### src/rtl/riscv_imm_gen_pipe.sv
// Pipelined RISC-V immediate generator: opcode format classification plus sign-extended
// immediate, registered behind a 2-entry skid buffer. Optional macro: RISCV_IMM_ZICSR_EN.
module riscv_imm_gen_pipe #(
    parameter int IBUS_DATA_WIDTH = 32,
    parameter int DBUS_DATA_WIDTH = 64,
    parameter bit PASS_INSTR      = 1'b1
) (
    input  logic                       clk,
    input  logic                       rst_n,
    input  logic                       in_valid,
    output logic                       in_ready,
    input  logic [IBUS_DATA_WIDTH-1:0] in_instr,
    output logic                       out_valid,
    input  logic                       out_ready,
    output logic [DBUS_DATA_WIDTH-1:0] out_imm,
    output logic [5:0]                 out_fmt,
    output logic                       out_illegal,
    output logic [IBUS_DATA_WIDTH-1:0] out_instr
`ifdef RISCV_IMM_ZICSR_EN
    ,
    output logic [11:0]                out_csr_idx
`endif
);

    // state   | meaning
    // S_EMPTY | no entry held, out_valid low
    // S_ONE   | output register holds the oldest entry
    // S_TWO   | output register and skid register both full, in_ready low

    localparam int XLEN = DBUS_DATA_WIDTH;

    if (IBUS_DATA_WIDTH != 32) begin : g_bad_ibus
        $error("riscv_imm_gen_pipe: IBUS_DATA_WIDTH must be 32");
    end
    if (DBUS_DATA_WIDTH != 32 && DBUS_DATA_WIDTH != 64) begin : g_bad_dbus
        $error("riscv_imm_gen_pipe: DBUS_DATA_WIDTH must be 32 or 64");
    end

    localparam logic [6:0] OPC_LUI      = 7'b0110111;
    localparam logic [6:0] OPC_AUIPC    = 7'b0010111;
    localparam logic [6:0] OPC_JAL      = 7'b1101111;
    localparam logic [6:0] OPC_JALR     = 7'b1100111;
    localparam logic [6:0] OPC_LOAD     = 7'b0000011;
    localparam logic [6:0] OPC_OP_IMM   = 7'b0010011;
    localparam logic [6:0] OPC_OP_IMM32 = 7'b0011011;
    localparam logic [6:0] OPC_MISC_MEM = 7'b0001111;
    localparam logic [6:0] OPC_SYSTEM   = 7'b1110011;
    localparam logic [6:0] OPC_STORE    = 7'b0100011;
    localparam logic [6:0] OPC_BRANCH   = 7'b1100011;
    localparam logic [6:0] OPC_OP       = 7'b0110011;
    localparam logic [6:0] OPC_OP32     = 7'b0111011;

    // one-hot bit positions of out_fmt = {J,U,B,S,I,R}
    localparam logic [5:0] FMT_R = 6'b000001;
    localparam logic [5:0] FMT_I = 6'b000010;
    localparam logic [5:0] FMT_S = 6'b000100;
    localparam logic [5:0] FMT_B = 6'b001000;
    localparam logic [5:0] FMT_U = 6'b010000;
    localparam logic [5:0] FMT_J = 6'b100000;

    typedef enum logic [1:0] {
        S_EMPTY,
        S_ONE,
        S_TWO
    } state_t;

    // ---------------------------------------------------------------
    // Combinational decode of the incoming word
    // ---------------------------------------------------------------
    logic [6:0]                 opc;
    logic [2:0]                 funct3;
    logic signed [31:0]         dec_imm32;
    logic [XLEN-1:0]            dec_imm;
    logic [5:0]                 dec_fmt;
    logic                       dec_illegal;
    logic [IBUS_DATA_WIDTH-1:0] dec_instr;
    logic [11:0]                dec_csr_idx;

    assign opc    = in_instr[6:0];
    assign funct3 = in_instr[14:12];

    always_comb begin
        dec_imm32   = '0;
        dec_fmt     = '0;
        dec_illegal = 1'b0;
        dec_csr_idx = '0;
        unique case (opc)
            OPC_LUI, OPC_AUIPC: begin
                dec_fmt   = FMT_U;
                dec_imm32 = {in_instr[31:12], 12'b0};
            end
            OPC_JAL: begin
                dec_fmt   = FMT_J;
                dec_imm32 = {{11{in_instr[31]}}, in_instr[31], in_instr[19:12],
                             in_instr[20], in_instr[30:21], 1'b0};
            end
            OPC_JALR, OPC_LOAD, OPC_OP_IMM, OPC_OP_IMM32, OPC_MISC_MEM, OPC_SYSTEM: begin
                dec_fmt   = FMT_I;
                dec_imm32 = {{20{in_instr[31]}}, in_instr[31:20]};
`ifdef RISCV_IMM_ZICSR_EN
                // CSRR[WSC]I carry a 5-bit unsigned zimm in the rs1 field
                if (opc == OPC_SYSTEM && (funct3 == 3'b101 || funct3 == 3'b110 || funct3 == 3'b111)) begin
                    dec_imm32   = {27'b0, in_instr[19:15]};
                    dec_csr_idx = in_instr[31:20];
                end
`endif
            end
            OPC_STORE: begin
                dec_fmt   = FMT_S;
                dec_imm32 = {{20{in_instr[31]}}, in_instr[31:25], in_instr[11:7]};
            end
            OPC_BRANCH: begin
                dec_fmt   = FMT_B;
                dec_imm32 = {{19{in_instr[31]}}, in_instr[31], in_instr[7],
                             in_instr[30:25], in_instr[11:8], 1'b0};
            end
            OPC_OP, OPC_OP32: begin
                dec_fmt = FMT_R;
            end
            default: begin
                dec_illegal = 1'b1;
            end
        endcase
    end

`ifndef RISCV_IMM_ZICSR_EN
    logic unused_funct3;
    assign unused_funct3 = ^funct3;
`endif

    // signed size cast sign-extends to XLEN (identity when XLEN is 32)
    assign dec_imm   = XLEN'(dec_imm32);
    assign dec_instr = PASS_INSTR ? in_instr : '0;

    // ---------------------------------------------------------------
    // Skid buffer
    // ---------------------------------------------------------------
    state_t                     state_q;
    logic                       in_ready_q;
    logic                       out_valid_q;
    logic [XLEN-1:0]            out_imm_q,     skid_imm_q;
    logic [5:0]                 out_fmt_q,     skid_fmt_q;
    logic                       out_illegal_q, skid_illegal_q;
    logic [IBUS_DATA_WIDTH-1:0] out_instr_q,   skid_instr_q;
    logic [11:0]                out_csr_q,     skid_csr_q;

    logic in_xfer;
    logic out_xfer;

    assign in_xfer  = in_valid && in_ready_q;
    assign out_xfer = out_valid_q && out_ready;

    always_ff @(posedge clk or negedge rst_n) begin
        if (!rst_n) begin
            state_q        <= S_EMPTY;
            in_ready_q     <= 1'b0;
            out_valid_q    <= 1'b0;
            out_imm_q      <= '0;
            out_fmt_q      <= '0;
            out_illegal_q  <= 1'b0;
            out_instr_q    <= '0;
            out_csr_q      <= '0;
            skid_imm_q     <= '0;
            skid_fmt_q     <= '0;
            skid_illegal_q <= 1'b0;
            skid_instr_q   <= '0;
            skid_csr_q     <= '0;
        end else begin
            unique case (state_q)
                S_EMPTY: begin
                    in_ready_q <= 1'b1;
                    if (in_xfer) begin
                        out_imm_q     <= dec_imm;
                        out_fmt_q     <= dec_fmt;
                        out_illegal_q <= dec_illegal;
                        out_instr_q   <= dec_instr;
                        out_csr_q     <= dec_csr_idx;
                        out_valid_q   <= 1'b1;
                        state_q       <= S_ONE;
                    end
                end
                S_ONE: begin
                    if (in_xfer && out_xfer) begin
                        out_imm_q     <= dec_imm;
                        out_fmt_q     <= dec_fmt;
                        out_illegal_q <= dec_illegal;
                        out_instr_q   <= dec_instr;
                        out_csr_q     <= dec_csr_idx;
                    end else if (in_xfer) begin
                        skid_imm_q     <= dec_imm;
                        skid_fmt_q     <= dec_fmt;
                        skid_illegal_q <= dec_illegal;
                        skid_instr_q   <= dec_instr;
                        skid_csr_q     <= dec_csr_idx;
                        in_ready_q     <= 1'b0;
                        state_q        <= S_TWO;
                    end else if (out_xfer) begin
                        out_valid_q <= 1'b0;
                        state_q     <= S_EMPTY;
                    end
                end
                S_TWO: begin
                    if (out_xfer) begin
                        out_imm_q     <= skid_imm_q;
                        out_fmt_q     <= skid_fmt_q;
                        out_illegal_q <= skid_illegal_q;
                        out_instr_q   <= skid_instr_q;
                        out_csr_q     <= skid_csr_q;
                        in_ready_q    <= 1'b1;
                        state_q       <= S_ONE;
                    end
                end
                default: begin
                    in_ready_q  <= 1'b1;
                    out_valid_q <= 1'b0;
                    state_q     <= S_EMPTY;
                end
            endcase
        end
    end

    assign in_ready    = in_ready_q;
    assign out_valid   = out_valid_q;
    assign out_imm     = out_imm_q;
    assign out_fmt     = out_fmt_q;
    assign out_illegal = out_illegal_q;
    assign out_instr   = out_instr_q;

`ifdef RISCV_IMM_ZICSR_EN
    assign out_csr_idx = out_csr_q;
`else
    logic unused_csr;
    assign unused_csr = ^{out_csr_q, skid_csr_q};
`endif

endmodule

### config.mk
export PLATFORM = sky130hd
export DESIGN_NAME = riscv_imm_gen_pipe
export DESIGN_NICKNAME = d
export VERILOG_FILES = /design/src/rtl/riscv_imm_gen_pipe.sv
export SDC_FILE = /design/constraint.sdc
export NUM_CORES = 1
export LEC_CHECK = 0
export ABC_AREA = 1
export CAP_MARGIN = 10
export CELL_PAD_IN_SITES_DETAIL_PLACEMENT = 2
export CELL_PAD_IN_SITES_GLOBAL_PLACEMENT = 2
export CORE_MARGIN = 10
export CORE_UTILIZATION = 30
export CTS_CLUSTER_DIAMETER = 100
export DETAILED_ROUTE_END_ITERATION = 7
export PLACE_DENSITY = 0.79
export SLEW_MARGIN = 20
export SYNTH_ARGS = -nofsm -noshare
export SYNTH_HDL_FRONTEND = slang
export SYNTH_SLANG_ARGS = --single-unit
### constraint.sdc
create_clock -name clk -period 1.7 [get_ports clk]
set_input_delay 0.34 -clock clk [delete_from_list [all_inputs] [get_ports clk]]
set_output_delay 0.34 -clock clk [all_outputs]
set_load 0.01 [all_outputs]
==> out/results.txt <==
routed vias/inst -> 4.86
Final nets -> 1,077
Leak Pwr -> 5.55 nW
worst-path cell chain -> clkdlybuf4s50_1
Detailed Route Iter0 Violations -> 329
Synth Instances -> 880
Worst Path Required -> 1.36 ns
max-slew violation count -> 0
switching part of the total power -> 0.382
HP Class -> in -> reg
row count -> 55
ANT nets after route -> 0
Core Region -> 22,800 µm²
drt first pass iters -> 5
I/O pin cnt -> 141
Comb pwr share -> 0.443
vias -> 6,647
detailed-route wire length -> 27.4 mm
FF-to-FF Start -> state_q[1]$_DFFE_PN0P_
vias in the first global route -> 7,489
fraction of layout cells with a size suffix above 1 -> 0.147
final hold vios -> 0
Peak VDD IR -> 0.860 mV
Ant. Diodes -> 0
Synth area leaders -> dfrtp_1, nand2_1, nor2_1, buf_4, nand3_1
Buf/Inv on CP -> 1
Synth cell types -> 32
clock sink count -> 146
dpl hpwl -> 17.6 mm
initial antenna violation count -> 0
Sequential Power Share -> 0.328
RD Place Congestion -> 0.793
Inserted Clock Buffers -> 17
commonest non-fill, non-tap cell in the layout -> nand2_1
Psw -> 6.49 mW
Fmax -> 606 MHz
Setup CP Type -> reg -> out
CP Capture Type -> output port
skew final -> 0.0132 ns
relative slew slack -> 0.711
# fillers -> 2,548
area growth from synthesis to layout -> 42.4%
WHS -> 0.244 ns
Slowest cell on crit path -> clkdlybuf4s50_1
Die Wd -> 173 µm
Clock Tree Buf Depth -> 2
status -> completed
leading area contributor after synthesis -> dfrtp_1
Yosys reg bits -> 146
final setup violation count -> 0
Clock power frac -> 0.230
mean post-synth cell area -> 7.94 µm²
Syn Std Cell Area -> 6990 µm²
Cell Pwr Density -> 1710 nW/µm²
worst path arrival time -> 1.31 ns
Critical Path Source -> out_imm[9]$_DFFE_PN0P_
Slowest Stage Delay on Critical Path -> 0.55 ns
Largest delay share family, worst path -> buffers and inverters
post-synthesis sequential area ratio -> 0.523
CTS HTree Levels -> 4
Non-Filler Instances -> 1,367
placed cell count -> 1,323
Worst Tran Pin Value -> 0.433 ns
Int Power -> 10.5 mW
clk root buf -> clkbuf_16
I/O Buffers -> 140
crit path time final -> 1.65 ns
YS warnings -> 0
wire per inst -> 20.1 µm
first-pass GRT wire length -> 42.5 mm
drt drc -> 0
Setup crit start kind -> flip-flop
Initial Util -> 0.307
Worst Min Path Start -> in_instr[5]
syn_nets -> 916
clk slew on worst S/H paths -> 0.07 ns
Crit Path Max Fanout -> 2
commonest non-fill, non-tap cells in the layout -> nand2_1, dfrtp_1, nor2_1
CTS tree -> built
GR Overflow Total -> 0
placed cell areas -> 9070 µm²
largest net degree at the start of global routing -> 60
Die Ht -> 173 µm
Die Area -> 29,800 µm²
GRT Total Usage -> 0.174
Worst-Skew Late Latency -> 0.42 ns
Max-Cap Viols -> 0
fin crit share -> 0.971
Design Area, Final -> 9950 µm²
top-area cell type share of the netlist area -> 0.523
==> timing repair <==
action | 4_1_cts | 5_1_grt
cloned | 2 | 4
setup endpoints to repair | 115 | 150
hold buffers | 1 | 0
resized for setup | 72 | 61
hold endpoints to repair | 32 | 0
buffers inserted | 1 | 4
pin swaps | 3 | 7
==> layout make-up <==
| class | instances | area [µm²] | share of cell area |
|---|---|---|---|
| Clock buffer | 23 | 468 | 0.0470 |
| Clock inverter | 9 | 130 | 0.0131 |
| Inverter | 27 | 111 | 0.0112 |
| Multi-Input combinational cell | 629 | 2850 | 0.286 |
| Sequential cell | 146 | 3650 | 0.367 |
| Tap cell | 313 | 392 | 0.0394 |
| Timing Repair Buffer | 220 | 2350 | 0.236 |
==> Yosys cell counts <==
library cell / n
nand4_1: 3
nor2_4: 1
nand2_4: 2
o21ai_0: 19
inv_1: 19
a31oi_1: 31
nor4_1: 1
buf_6: 2
nand3_2: 9
o31ai_1: 1
nor3_2: 1
nand2_2: 6
clkinv_2: 1
nand3_1: 41
nor2_8: 1
inv_2: 7
o21ai_1: 7
clkbuf_1: 25
dfrtp_1: 146
o211ai_1: 1
nand3_4: 1
buf_4: 38
a21oi_1: 29
o22ai_1: 1
xor2_1: 1
buf_2: 12
nand2_1: 361
nor2_2: 2
buf_1: 2
nor2_1: 98
o21a_1: 10
buf_8: 1
==> through the flow <==
stage / power, mW / setup TNS (ns) / worst slack [ns] / utilization
2_1_floorplan: 9.26 / 0 / 0.228 / -
3_3_place_gp: 12.7 / -38.62 / -0.523 / 0.398
3_5_place_dp: 13.0 / -48.80 / -0.660 / 0.398
4_1_cts: 16.8 / -0.0521 / -0.0142 / 0.425
5_1_grt: 18.3 / -0.0795 / -0.0327 / 0.437
6_report: 17.0 / 0 / 0.0494 / 0.437
==> power groups by stage <==
stage / sequential [mW] / combinational (mW) / clock (mW)
after floorplan: 5.81 / 3.45 / 0
after global placement: 5.57 / 7.10 / 0
after detailed placement: 5.63 / 7.39 / 0
after CTS: 5.58 / 7.26 / 3.98
after global routing: 5.74 / 8.38 / 4.14
final: 5.56 / 7.52 / 3.90
==> metal layers <==
layer	track usage	up-vias	part of all wire
met4	0.0366	0	0.011
met5	0	-	0
met2	0.303	128	0.52
met3	0.0412	13	0.038
li1	-	3090	-
met1	0.214	3416	0.44
==> kinds of logic after synthesis <==
group	share of synthesized area
buf+inv	0.0840
compound gates	0.0809
flops	0.523
xor+xnor	0.00125
simple gates	0.311
==> flip-flops by register name, summed over array words and instances (netlist names) <==
signal          cells
out_imm            32
out_instr          32
skid_imm_q         32
skid_instr_q       32
out_fmt             6
skid_fmt_q          6
state_q             2
in_ready            1
out_illegal         1
out_valid           1
skid_illegal_q      1
==> final timing paths <==
check | slack, ns | cells past startpoint | endpoint
setup / recovery | 0.05 | 1 | out_imm[9]
hold / removal | 0.24 | 3 | out_instr[5]$_DFFE_PN0P_
setup reg to reg | 0.08 | 9 | out_imm[5]$_DFFE_PN0P_
hold reg to reg | 0.47 | 2 | skid_instr_q[1]$_DFFE_PN0P_
max in group asynchronous | 0.74 | 3 | out_instr[18]$_DFFE_PN0P_
min in group asynchronous | 0.42 | 2 | out_instr[27]$_DFFE_PN0P_
No activity file was read; power rests on OpenSTA's default activity.
